===== config.mk =====
export PLATFORM = sky130hd
export DESIGN_NAME = sumador_arbiter_flat
export DESIGN_NICKNAME = d
export VERILOG_FILES = /design/src/rtl/sumador_arbiter_if.sv /design/src/rtl/sumador_arbiter.sv /design/src/flat_wrapper.sv
export SDC_FILE = /design/constraint.sdc
export NUM_CORES = 1
export LEC_CHECK = 0
export BUFFER_PORTS_ARGS = -buffer_cell sky130_fd_sc_hd__buf_2
export CAP_MARGIN = 0
export CORE_AREA = 5 5 52 54
export CTS_BUF_LIST = sky130_fd_sc_hd__clkbuf_16
export DETAILED_ROUTE_END_ITERATION = 12
export DIE_AREA = 0 0 57 59
export GPL_TIMING_DRIVEN = 0
export PLACE_DENSITY = 0.79
export SLEW_MARGIN = 10
export SYNTH_ARGS = -nofsm -noshare
export SYNTH_HDL_FRONTEND = slang
export SYNTH_SLANG_ARGS = --single-unit

===== constraint.sdc =====
create_clock -name clk2 -period 4.4 [get_ports clk2]
set_input_delay 0.88 -clock clk2 [delete_from_list [all_inputs] [get_ports clk2]]
set_output_delay 0.88 -clock clk2 [all_outputs]
set_load 0.02 [all_outputs]

===== src/rtl/sumador_arbiter_if.sv =====
`default_nettype none
// ============================================================================
// Module   : sumador_arbiter_if
// Brief    : Requester, result and shared add/sub unit signals of sumador_arbiter.
//            op_count exists only when OP_COUNT_EN is defined.
// Revision : 1.0 - initial release
// ============================================================================
interface sumador_arbiter_if #(
    parameter int WIDTH = 4
);
    logic             req0;
    logic [WIDTH-1:0] a0;
    logic [WIDTH-1:0] b0;
    logic             sel0;
    logic             req1;
    logic [WIDTH-1:0] a1;
    logic [WIDTH-1:0] b1;
    logic             sel1;
    logic             ack0;
    logic             ack1;
    logic [WIDTH-1:0] res;
    logic             cout;
    logic [1:0]       gnt;
    logic             busy;
    logic [WIDTH-1:0] A;
    logic [WIDTH-1:0] B;
    logic             Sel;
    logic [WIDTH-1:0] S_in;
    logic             Co_in;
`ifdef OP_COUNT_EN
    logic [7:0]       op_count;
`endif

    // Requesters plus the shared unit drive the arbiter.
    modport master (
        output req0, a0, b0, sel0, req1, a1, b1, sel1, S_in, Co_in,
        input  ack0, ack1, res, cout, gnt, busy, A, B, Sel
`ifdef OP_COUNT_EN
        , input op_count
`endif
    );

    modport slave (
        input  req0, a0, b0, sel0, req1, a1, b1, sel1, S_in, Co_in,
        output ack0, ack1, res, cout, gnt, busy, A, B, Sel
`ifdef OP_COUNT_EN
        , output op_count
`endif
    );
endinterface
`default_nettype wire


===== src/rtl/sumador_arbiter.sv =====
`default_nettype none
// ============================================================================
// Module   : sumador_arbiter
// Brief    : Round-robin sharing of one add/subtract unit between two requesters.
//            Define OP_COUNT_EN to add the 8-bit completed-operation counter.
// Revision : 1.0 - initial release
// ============================================================================
module sumador_arbiter #(
    parameter int WIDTH  = 4,
    parameter int SETTLE = 2
) (
    input wire               clk2,
    input wire               rst,
    sumador_arbiter_if.slave bus
);
    localparam int c_cnt_w = (SETTLE > 1) ? $clog2(SETTLE) : 1;
    localparam logic [c_cnt_w-1:0] c_cnt_load = c_cnt_w'(SETTLE - 1);

    typedef enum logic [1:0] {
        S_IDLE = 2'd0,
        S_EXEC = 2'd1,
        S_DONE = 2'd2
    } state_t;

    state_t             r_state, w_state;
    logic [c_cnt_w-1:0] r_cnt, w_cnt;
    logic               r_last, w_last;
    logic [1:0]         r_gnt, w_gnt;
    logic [WIDTH-1:0]   r_a, w_a, r_b, w_b, r_res, w_res;
    logic               r_sel, w_sel, r_cout, w_cout;
    logic               w_ack0, w_ack1, w_busy;
    logic               w_pick1;
`ifdef OP_COUNT_EN
    logic [7:0]         r_op_count, w_op_count;
`endif

    // Requester 1 wins when alone, or when both ask and 0 was served last.
    assign w_pick1 = bus.req1 && (!bus.req0 || !r_last);

    always_ff @(posedge clk2 or negedge rst) begin
        if (!rst) r_state <= S_IDLE;
        else      r_state <= w_state;
    end

    always_comb begin
        w_state = r_state;
        w_cnt   = r_cnt;
        w_last  = r_last;
        w_gnt   = r_gnt;
        w_a     = r_a;
        w_b     = r_b;
        w_sel   = r_sel;
        w_res   = r_res;
        w_cout  = r_cout;
        w_ack0  = 1'b0;
        w_ack1  = 1'b0;
        w_busy  = 1'b0;
`ifdef OP_COUNT_EN
        w_op_count = r_op_count;
`endif
        unique case (r_state)
            S_IDLE: begin
                if (bus.req0 || bus.req1) begin
                    w_state = S_EXEC;
                    w_cnt   = c_cnt_load;
                    w_gnt   = w_pick1 ? 2'b10 : 2'b01;
                    w_a     = w_pick1 ? bus.a1 : bus.a0;
                    w_b     = w_pick1 ? bus.b1 : bus.b0;
                    w_sel   = w_pick1 ? bus.sel1 : bus.sel0;
                end
            end
            S_EXEC: begin
                w_busy = 1'b1;
                if (r_cnt == '0) begin
                    w_res   = bus.S_in;
                    w_cout  = bus.Co_in;
                    w_state = S_DONE;
                end else begin
                    w_cnt = r_cnt - 1'b1;
                end
            end
            S_DONE: begin
                w_busy  = 1'b1;
                w_ack0  = r_gnt[0];
                w_ack1  = r_gnt[1];
                w_last  = r_gnt[1];
                w_gnt   = 2'b00;
                w_state = S_IDLE;
`ifdef OP_COUNT_EN
                w_op_count = r_op_count + 8'd1;
`endif
            end
            default: w_state = S_IDLE;
        endcase
    end

    always_ff @(posedge clk2 or negedge rst) begin
        if (!rst) begin
            r_cnt  <= '0;
            r_last <= 1'b1;
            r_gnt  <= 2'b00;
            r_a    <= '0;
            r_b    <= '0;
            r_sel  <= 1'b0;
            r_res  <= '0;
            r_cout <= 1'b0;
`ifdef OP_COUNT_EN
            r_op_count <= 8'd0;
`endif
        end else begin
            r_cnt  <= w_cnt;
            r_last <= w_last;
            r_gnt  <= w_gnt;
            r_a    <= w_a;
            r_b    <= w_b;
            r_sel  <= w_sel;
            r_res  <= w_res;
            r_cout <= w_cout;
`ifdef OP_COUNT_EN
            r_op_count <= w_op_count;
`endif
        end
    end

    assign bus.ack0 = w_ack0;
    assign bus.ack1 = w_ack1;
    assign bus.busy = w_busy;
    assign bus.gnt  = r_gnt;
    assign bus.A    = r_a;
    assign bus.B    = r_b;
    assign bus.Sel  = r_sel;
    assign bus.res  = r_res;
    assign bus.cout = r_cout;
`ifdef OP_COUNT_EN
    assign bus.op_count = r_op_count;
`endif
endmodule
`default_nettype wire

===== src/flat_wrapper.sv =====
// flat-port wrapper written by rule: the top's interface ports become plain ports
module sumador_arbiter_flat 
#(
    parameter int WIDTH  = 4,
    parameter int SETTLE = 2
)
  (clk2, rst, bus_req0, bus_a0, bus_b0, bus_sel0, bus_req1, bus_a1, bus_b1, bus_sel1, bus_S_in, bus_Co_in, bus_ack0, bus_ack1, bus_res, bus_cout, bus_gnt, bus_busy, bus_A, bus_B, bus_Sel);
  sumador_arbiter_if #(.WIDTH(WIDTH)) bus_i ();
  input wire clk2;
  input wire rst;
  input wire logic [$bits(bus_i.req0)-1:0] bus_req0;
  input wire logic [$bits(bus_i.a0)-1:0] bus_a0;
  input wire logic [$bits(bus_i.b0)-1:0] bus_b0;
  input wire logic [$bits(bus_i.sel0)-1:0] bus_sel0;
  input wire logic [$bits(bus_i.req1)-1:0] bus_req1;
  input wire logic [$bits(bus_i.a1)-1:0] bus_a1;
  input wire logic [$bits(bus_i.b1)-1:0] bus_b1;
  input wire logic [$bits(bus_i.sel1)-1:0] bus_sel1;
  input wire logic [$bits(bus_i.S_in)-1:0] bus_S_in;
  input wire logic [$bits(bus_i.Co_in)-1:0] bus_Co_in;
  output wire logic [$bits(bus_i.ack0)-1:0] bus_ack0;
  output wire logic [$bits(bus_i.ack1)-1:0] bus_ack1;
  output wire logic [$bits(bus_i.res)-1:0] bus_res;
  output wire logic [$bits(bus_i.cout)-1:0] bus_cout;
  output wire logic [$bits(bus_i.gnt)-1:0] bus_gnt;
  output wire logic [$bits(bus_i.busy)-1:0] bus_busy;
  output wire logic [$bits(bus_i.A)-1:0] bus_A;
  output wire logic [$bits(bus_i.B)-1:0] bus_B;
  output wire logic [$bits(bus_i.Sel)-1:0] bus_Sel;
  assign bus_i.req0 = bus_req0;
  assign bus_i.a0 = bus_a0;
  assign bus_i.b0 = bus_b0;
  assign bus_i.sel0 = bus_sel0;
  assign bus_i.req1 = bus_req1;
  assign bus_i.a1 = bus_a1;
  assign bus_i.b1 = bus_b1;
  assign bus_i.sel1 = bus_sel1;
  assign bus_i.S_in = bus_S_in;
  assign bus_i.Co_in = bus_Co_in;
  assign bus_ack0 = bus_i.ack0;
  assign bus_ack1 = bus_i.ack1;
  assign bus_res = bus_i.res;
  assign bus_cout = bus_i.cout;
  assign bus_gnt = bus_i.gnt;
  assign bus_busy = bus_i.busy;
  assign bus_A = bus_i.A;
  assign bus_B = bus_i.B;
  assign bus_Sel = bus_i.Sel;
  sumador_arbiter #(.WIDTH(WIDTH), .SETTLE(SETTLE)) u_core (.clk2(clk2), .rst(rst), .bus(bus_i));
endmodule

==> impl_metrics.yaml, run 1 <==
status:
  status: "completed"
sta:
  rsz0062_at_grt: "false"
  worstMarginPinSlew_ps: 597
  hold_violations: 0
  timing.clock.skew_ps: 3.05
  layout_min_cycle_time_ps: 2230
  finalCritPeriodShare_pct: 50.6
  setup_viol: 0
  finalMaxSlewViolations: 0
  finalSetupTns_ps: 0
  fmax_mhz: 449
  max-slew-margin-rel_pct: 60.1
  hold_ws_ps: 501
floorplan:
  dieHeight_um: 59
  core_area_um2: 2170
  io_pins: 46
  dieArea_um2: 3360
  start_util_pct: 46.4
  rows: 17
  die_w_um: 57
route:
  drt-pass1-iter-count: 3
  drt-total-wl_um: 2190
  drt-initial-drc-count: 11
  avgRoutedWirePerCell_um: 12.7
  vias: 836
  viasPerCell: 4.83
  drc: 0
  postRouteAntennaNets: 0
synth:
  synthFlopType: "dfrtp_1"
  synth_edf_count: 0
  ys_types: 22
  ys_ff_latch: 20
  syn_area_um2: 1010
  synthCells: 96
  synth_fp_nets: 129
  synth-async-reset-ratio_pct: 100
  postSynthAreaPerCell_um2: 10.5
  yosys_warnings: 0
  yosysSeqAreaShare_pct: 49.9
setup_path:
  crit_path_start: "u_core.r_state[0]$_DFFE_PN0P_"
  worst_setup_path_end_kind: "output pin"
  path_max_fanout: 4
  rrSetupSlack_ps: 2610
  crit-reg2reg-launch: "u_core.r_state[0]$_DFFE_PN0P_"
  required_ps: 3520
  worst-setup-path-type: "flop to output pin"
  r2r_cells: 5
  critPathCapture: "bus_ack1"
  r2r_end: "u_core.r_state[0]$_DFFE_PN0P_"
  cp.arrival_ps: 1350
  startpoint_type: "flop"
clock_tree:
  hold_buffers: 0
  cts-resized-gates: 0
  tritoncts: "done"
  clk_latency_ps: 250
  cts_sinks: 20
  htreeDepth: 1
  clockRootBuffer: "clkbuf_16"
  cts_setup_buffers: 0
  cts.clk_slew.worst_paths_ps: 50
  clk_path_buf_depth: 2
  cts_made_buffers: 3
placed_design:
  routabilityCongestion: 0.681
  io_buffers: 45
  dp_cells: 169
  dpl.hpwl_um: 1740
  placed_area_um2: 1270
global_route:
  grt_max_degree: 21
  antenna_found_initial: 0
  grt_pass1_vias: 869
  grt_usage_pct: 14.3
  grt_pass1_wl_um: 3770
  grt_overflow_total: 0
run:
  maxCapViolations: 0
power_and_ir_drop:
  power_mw: 1.03
  p_leak_nw: 0.691
  peakVddDrop_mv: 0.450
  power_density_nw_per_um2: 767
finish:
  fin_cells: 173
  layout.nets: 179
  synthToLayoutAreaGrowth_pct: 33.7
  final_cell_area_um2: 1350
  antenna_cells: 0
  drive_gt1_share_pct: 43.4
hold_path:
  hp-class: "flop to flop"
  hp-start: "u_core.bus.res[0]$_DFFE_PN0P_"
-- critical path, stage by stage, from the launching register on --
cell     delay [ps]
dfrtp_1         410
inv_1           140
ha_1            250
and2_1          150
buf_2           160
-- worst min path at each step --
stage	to	slack, ps	depth (start not counted)
after CTS	u_core.bus.res[0]$_DFFE_PN0P_	510	1
after global routing	u_core.bus.res[0]$_DFFE_PN0P_	530	1
final	u_core.bus.res[0]$_DFFE_PN0P_	500	1
after floorplan	u_core.r_state[1]$_DFFE_PN0P_	530	1
after global placement	u_core.bus.res[2]$_DFFE_PN0P_	480	1
after detailed placement	u_core.bus.res[0]$_DFFE_PN0P_	500	1
-- power breakdown --
part / switching (mW) / leakage [nW] / internal, mW / total [mW]
Sequential: 0.0585 / 0.230 / 0.282 / 0.341
Clock: 0.0630 / 0.0385 / 0.121 / 0.184
Combinational: 0.287 / 0.423 / 0.220 / 0.507
Total: 0.409 / 0.691 / 0.623 / 1.03
-- registers in the layout, summed over array words and instances, names as in the netlist --
| name | flops |
|---|---|
| u_core.bus.gnt | 2 |
| u_core.r_state | 2 |
| u_core.bus.cout | 1 |
| u_core.r_cnt | 1 |
| u_core.bus.A | 4 |
| u_core.bus.res | 4 |
| u_core.bus.B | 4 |
| u_core.r_last | 1 |
| u_core.bus.Sel | 1 |
-- cells by family after synthesis --
kind of cell	synth area share (%)
and+or+nand+nor	15.4
DFF	49.9
AOI/OAI and AO/OA	12.8
muxes	11.8
buffers and inverters	2.61
adders and majority gates	7.46
-- metrics by stage --
step	setup slack (ps)	utilization, %
final	2170	62.0
after global routing	2110	62.0
after CTS	2170	62.0
after detailed placement	2380	58.4
after global placement	2410	58.4
after floorplan	2570	-
-- area by class of cell --
type                       instances  area [um^2]
buffer                             3         15.0
sequential                        20          502
timing repair buffer              45          225
tap                               28         35.0
clock inverter                     1         3.75
fill                             204          825
multi-input combinational         70          478
clock buffer                       3         75.1
inverter                           3         11.3
-- cells in the mapped netlist, types with 3 or more instances --
library cell	instances	share of area, %
a31oi_1	9	5.6
dfrtp_1	19	47
mux2_2	7	7.8
ha_1	6	7.5
o21ai_0	3	1.5
inv_1	3	1.1
nand2_1	19	7.1
nor2_1	10	3.7
buf_2	3	1.5
-- cells in the final DEF (no fill, tap or decap) --
cell type  netlist  routed
o22a_1           1       1
mux2_4           2       2
mux2_2           7       7
nand2_1         19      19
inv_1            3       3
a31oi_1          9       9
nor2b_1          2       2
a21boi_1         1       1
nand2b_1         2       2
clkinv_1         0       1
a21bo_2          1       1
dfstp_2          1       1
o21a_1           1       1
clkbuf_16        0       3
or3b_1           1       1
ha_1             6       6
o21ai_0          3       3
a21oi_1          1       1
a21boi_4         1       1
nor2_1          10      10
buf_2            3      48
mux2i_1          1       1
dfrtp_1         19      19
and2_1           2       2
-- routing by layer --
layer / routed length [um] / vias up / global-route usage (%)
met1: 878 / 388 / 16.4
li1: - / 422 / -
met3: 168 / 2 / 5.66
met5: 0 / - / 0
met4: 6 / 0 / 1.99
met2: 1140 / 24 / 25.9
Power figures use the tool's default switching activity.
==> run 2, diff against run 1 <==
--- a/config.mk
+++ b/config.mk
@@ -7,12 +7,12 @@
 export LEC_CHECK = 0
 export BUFFER_PORTS_ARGS = -buffer_cell sky130_fd_sc_hd__buf_2
 export CAP_MARGIN = 0
-export CORE_AREA = 5 5 52 54
+export CORE_AREA = 5 5 54 56
 export CTS_BUF_LIST = sky130_fd_sc_hd__clkbuf_16
 export DETAILED_ROUTE_END_ITERATION = 12
-export DIE_AREA = 0 0 57 59
+export DIE_AREA = 0 0 59 61
 export GPL_TIMING_DRIVEN = 0
-export PLACE_DENSITY = 0.79
+export PLACE_DENSITY = 0.74
 export SLEW_MARGIN = 10
 export SYNTH_ARGS = -nofsm -noshare
 export SYNTH_HDL_FRONTEND = slang
==> constraint.sdc (replaced) <==
create_clock -name clk2 -period 2.05 [get_ports clk2]
set_input_delay 0.41 -clock clk2 [delete_from_list [all_inputs] [get_ports clk2]]
set_output_delay 0.41 -clock clk2 [all_outputs]
set_load 0.02 [all_outputs]
==> impl_metrics.yaml, run 2 (synthesis results as in run 1) <==
global_route:
  antenna_found_initial: 0
  grt_usage_pct: 12.6
  grt_pass1_wl_um: 3400
  grt_pass1_vias: 809
  grt_overflow_total: 0
  grt_max_degree: 21
hold_path:
  hp-class: "input port to async pin"
route:
  drt-pass1-iter-count: 3
  vias: 847
  drt-initial-drc-count: 15
  postRouteAntennaNets: 0
  drc: 0
  drt-total-wl_um: 2160
  avgRoutedWirePerCell_um: 12.3
  viasPerCell: 4.84
setup_path:
  critPathCapture: "u_core.bus.gnt[1]$_DFFE_PN0P_"
  worst-setup-path-type: "flop to flop"
  path_max_fanout: 6
  crit_path_start: "u_core.r_state[1]$_DFFE_PN0P_"
  worst_setup_path_end_kind: "flop"
  slowest_stage: "dfrtp_1"
  cp.arrival_ps: 1910
  worst-path-buf-inv: 1
  required_ps: 2180
  path_cells: "inv_1, ha_1, or3b_1, o21ai_0, mux2_2"
  crit_family: "flip-flops"
  rrSetupSlack_ps: 280
  worst-path-stages: 5
  cpPeakStageDelay_ps: 420
  r2r_end: "u_core.bus.gnt[1]$_DFFE_PN0P_"
  startpoint_type: "flop"
  r2r_cells: 5
  crit-reg2reg-launch: "u_core.r_state[1]$_DFFE_PN0P_"
floorplan:
  io_pins: 46
  start_util_pct: 42.1
  rows: 18
  die_w_um: 59
  dieArea_um2: 3600
  core_area_um2: 2390
  dieHeight_um: 61
placed_design:
  routabilityCongestion: 0.778
  io_buffers: 45
  dpl.hpwl_um: 1720
finish:
  mostFrequentLayoutCells: "buf_2, nand2_1, dfrtp_1"
  drive_gt1_share_pct: 43.4
  final_common_cell: "buf_2"
  synthToLayoutAreaGrowth_pct: 34.0
  antenna_cells: 0
  layout.nets: 179
clock_tree:
  cts_made_buffers: 3
  cts.clk_slew.worst_paths_ps: 50
  clockRootBuffer: "clkbuf_16"
  hold_buffers: 0
  clk_path_buf_depth: 2
  clk_latency_ps: 250
  htreeDepth: 1
  cts-resized-gates: 0
  cts_setup_buffers: 0
  tritoncts: "done"
  cts_sinks: 20
sta:
  worstMarginPinSlew_ps: 629
  finalSetupTns_ps: 0
  layout_min_cycle_time_ps: 1770
  fmax_mhz: 564
  hold_ws_ps: 94.1
  timing.clock.skew_ps: 3.11
  finalMaxSlewViolations: 0
  hold_violations: 0
  max-slew-margin-rel_pct: 58.0
  finalCritPeriodShare_pct: 86.5
  rsz0062_at_grt: "false"
  setup_viol: 0
power_and_ir_drop:
  combPwrFrac_pct: 49.2
  power_density_nw_per_um2: 1640
  p_int_mw: 1.33
  netSwitchingFraction_pct: 39.5
  p_clk_share_pct: 17.8
  p_leak_nw: 0.691
  power.share.sequential_pct: 33.0
  peakVddDrop_mv: 0.734
  power_mw: 2.20
  p_switching_uw: 870
run:
  maxCapViolations: 0
status:
  status: "completed"
==> run 2: cell counts in the layout (fill, tap and decap cells not counted) <==
No cell type changed its count.
==> run 2: worst reg2reg max path, delay by kind of cell, from the launching register on <==
family,cells,cell delay (ps)
fa+ha+maj,1,250
mux,1,350
simple gates,1,390
buf+inv,1,140
compound gates,1,110
flops,1,420
==> run 2: layout make-up <==
cell class | instances | area [um^2]
flip-flops and latches | 20 | 502
repair buffers | 45 | 225
fillers | 225 | 1040
well taps | 30 | 37.5
clock buffers | 3 | 75.1
multi-input cells | 70 | 478
inverters | 3 | 11.3
clock inverters | 1 | 3.75
plain buffers | 3 | 15.0
==> run 2: how the worst min path moves through the flow <==
stage | depth (start not counted) | startpoint | to
2_1_floorplan | 0 | rst | u_core.bus.A[0]$_DFFE_PN0P_
3_3_place_gp | 1 | rst | u_core.bus.res[3]$_DFFE_PN0P_
3_5_place_dp | 1 | rst | u_core.bus.res[3]$_DFFE_PN0P_
4_1_cts | 1 | rst | u_core.bus.B[0]$_DFFE_PN0P_
5_1_grt | 1 | rst | u_core.bus.B[3]$_DFFE_PN0P_
6_report | 1 | rst | u_core.bus.res[3]$_DFFE_PN0P_
==> run 2: metrics by stage <==
stage | setup WS, ps | util, % | cell area, um^2 | cells
after global routing | 155 | 56.4 | 1350 | 175
after CTS | 253 | 56.4 | 1350 | 175
final | 277 | 56.4 | 1350 | 175
after floorplan | 391 | - | 1010 | 96
after global placement | 283 | 53.1 | 1270 | 171
after detailed placement | 270 | 53.1 | 1270 | 171
==> run 2: power by group through the flow <==
stage | Clock, mW | Combinational [mW] | Sequential [mW]
6_report | 0.393 | 1.08 | 0.727
5_1_grt | 0.420 | 1.18 | 0.756
4_1_cts | 0.402 | 1.11 | 0.730
3_5_place_dp | 0 | 1.11 | 0.734
3_3_place_gp | 0 | 1.08 | 0.719
2_1_floorplan | 0 | 0.583 | 0.923
==> run 2: per-layer routing <==
layer / vias to the layer above / share of wire (%) / global-route usage (%)
met5: - / 0 / 0
met4: 0 / 2.2 / 7.77
met3: 4 / 7.0 / 1.49
met2: 26 / 52 / 19.9
met1: 396 / 39 / 16.5
li1: 421 / - / -
==> run 3, diff against run 2 <==
==> constraint.sdc (replaced) <==
create_clock -name clk2 -period 2.05 [get_ports clk2]
set_input_delay 0.1025 -clock clk2 [delete_from_list [all_inputs] [get_ports clk2]]
set_output_delay 0.1025 -clock clk2 [all_outputs]
set_load 0.02 [all_outputs]
==> impl_metrics.yaml, run 3 (synthesis results as in run 1) <==
power_and_ir_drop:
  power_density_nw_per_um2: 1630
  peakVddDrop_mv: 0.734
  power_mw: 2.21
  p_leak_nw: 0.696
placed_design:
  routabilityCongestion: 0.778
  dp_cells: 171
  dpl.hpwl_um: 1720
  dp_slack_ps: 270
  io_buffers: 45
clock_tree:
  htreeDepth: 1
  cts-resized-gates: 0
  tritoncts: "done"
  hold_buffers: 1
  clk_latency_ps: 250
  clk_path_buf_depth: 2
  clockRootBuffer: "clkbuf_16"
  cts_sinks: 20
  cts_setup_buffers: 0
  cts_made_buffers: 3
  cts.clk_slew.worst_paths_ps: 50
sta:
  finalMaxSlewViolations: 0
  worstMarginPinSlew_ps: 629
  hold_violations: 0
  finalCritPeriodShare_pct: 86.5
  finalSetupTns_ps: 0
  fin_ws_ps: 277
  timing.clock.skew_ps: 3.06
  setup_viol: 0
  fmax_mhz: 564
  max-slew-margin-rel_pct: 58.0
  layout_min_cycle_time_ps: 1770
  rsz0062_at_grt: "false"
setup_path:
  worst-setup-path-type: "flop to flop"
  required_ps: 2180
  path_max_fanout: 6
  cpPeakStageDelay_ps: 420
  startpoint_type: "flop"
  slowest_stage: "dfrtp_1"
  worst_setup_path_end_kind: "flop"
  r2r_cells: 5
  path_cells: "inv_1, ha_1, or3b_1, o21ai_0, mux2_2"
  cp.arrival_ps: 1910
finish:
  mostFrequentLayoutCells: "buf_2, nand2_1, dfrtp_1"
  drive_gt1_share_pct: 43.2
  fillers: 224
  regArea_um2: 502
  fin_cells: 176
  utilization_pct: 56.9
  multi_input_area_um2: 478
  final_common_cell: "buf_2"
  antenna_cells: 0
  synthToLayoutAreaGrowth_pct: 35.0
  layout.nets: 180
route:
  viasPerCell: 4.81
  drc: 0
  avgRoutedWirePerCell_um: 12.3
  drt-initial-drc-count: 14
  postRouteAntennaNets: 0
  drt-total-wl_um: 2170
  vias: 847
  drt-pass1-iter-count: 3
floorplan:
  dieHeight_um: 61
  rows: 18
  dieArea_um2: 3600
  io_pins: 46
  core_area_um2: 2390
  die_w_um: 59
  start_util_pct: 42.1
hold_path:
  hp-class: "input port to flop"
  hold_path_depth: 2
global_route:
  antenna_found_initial: 0
  grt_overflow_total: 0
  grt_usage_pct: 12.6
  grt_max_degree: 21
  grt_pass1_vias: 809
  grt_pass1_wl_um: 3400
run:
  maxCapViolations: 0
status:
  status: "completed"
-- run 3: path summary, 6_finish.rpt --
| path | end | from | slack, ps |
|---|---|---|---|
| worst min register to register | u_core.bus.res[1]$_DFFE_PN0P_ | u_core.bus.res[1]$_DFFE_PN0P_ | 500 |
| max in group asynchronous | u_core.r_last$_DFFE_PN1N_ | rst | 1390 |
| worst max-delay path | u_core.bus.gnt[1]$_DFFE_PN0P_ | u_core.r_state[1]$_DFFE_PN0P_ | 280 |
| min in group asynchronous | u_core.r_state[0]$_DFFE_PN0P_ | rst | 320 |
| worst min-delay path | u_core.bus.cout$_DFFE_PN0P_ | bus_Co_in | 90 |
| worst max register to register | u_core.bus.gnt[1]$_DFFE_PN0P_ | u_core.r_state[1]$_DFFE_PN0P_ | 280 |
-- run 3: report_power, final --
group	internal, mW	total (mW)	switching, mW	leakage, nW
Combinational	0.472	1.09	0.614	0.427
Clock	0.259	0.393	0.134	0.0385
Sequential	0.605	0.727	0.122	0.230
-- run 3: worst max-delay path: cells and delay by family (launching register included) --
family / cells / cell delay [ps]
and+or+nand+nor: 1 / 390
muxes: 1 / 350
AOI/OAI and AO/OA: 1 / 110
adders and majority gates: 1 / 250
DFF: 1 / 420
buffers and inverters: 1 / 140
-- run 3: routing by layer --
metal / track usage, % / vias to the layer above / share of wire [%]
li1: - / 423 / -
met2: 19.9 / 26 / 51
met4: 7.77 / 0 / 2.2
met1: 16.5 / 394 / 39
met5: 0 / - / 0
met3: 1.49 / 4 / 6.9
-- run 3: per-stage QoR --
| stage | hold WS [ps] | cell area (um^2) |
|---|---|---|
| 3_5_place_dp | 72.0 | 1270 |
| 4_1_cts | 85.8 | 1360 |
| 6_report | 88.5 | 1360 |
| 2_1_floorplan | -193 | 1010 |
| 5_1_grt | 86.7 | 1360 |
| 3_3_place_gp | 70.8 | 1270 |
-- run 3: final cells by class --
| cell class | count | area share [%] |
|---|---|---|
| Multi-Input combinational cell | 70 | 35.2 |
| Sequential cell | 20 | 37.0 |
| Inverter | 3 | 0.829 |
| Clock buffer | 3 | 5.53 |
| Tap cell | 30 | 2.76 |
| Timing Repair Buffer | 46 | 17.3 |
| Buffer | 3 | 1.11 |
| Clock inverter | 1 | 0.276 |
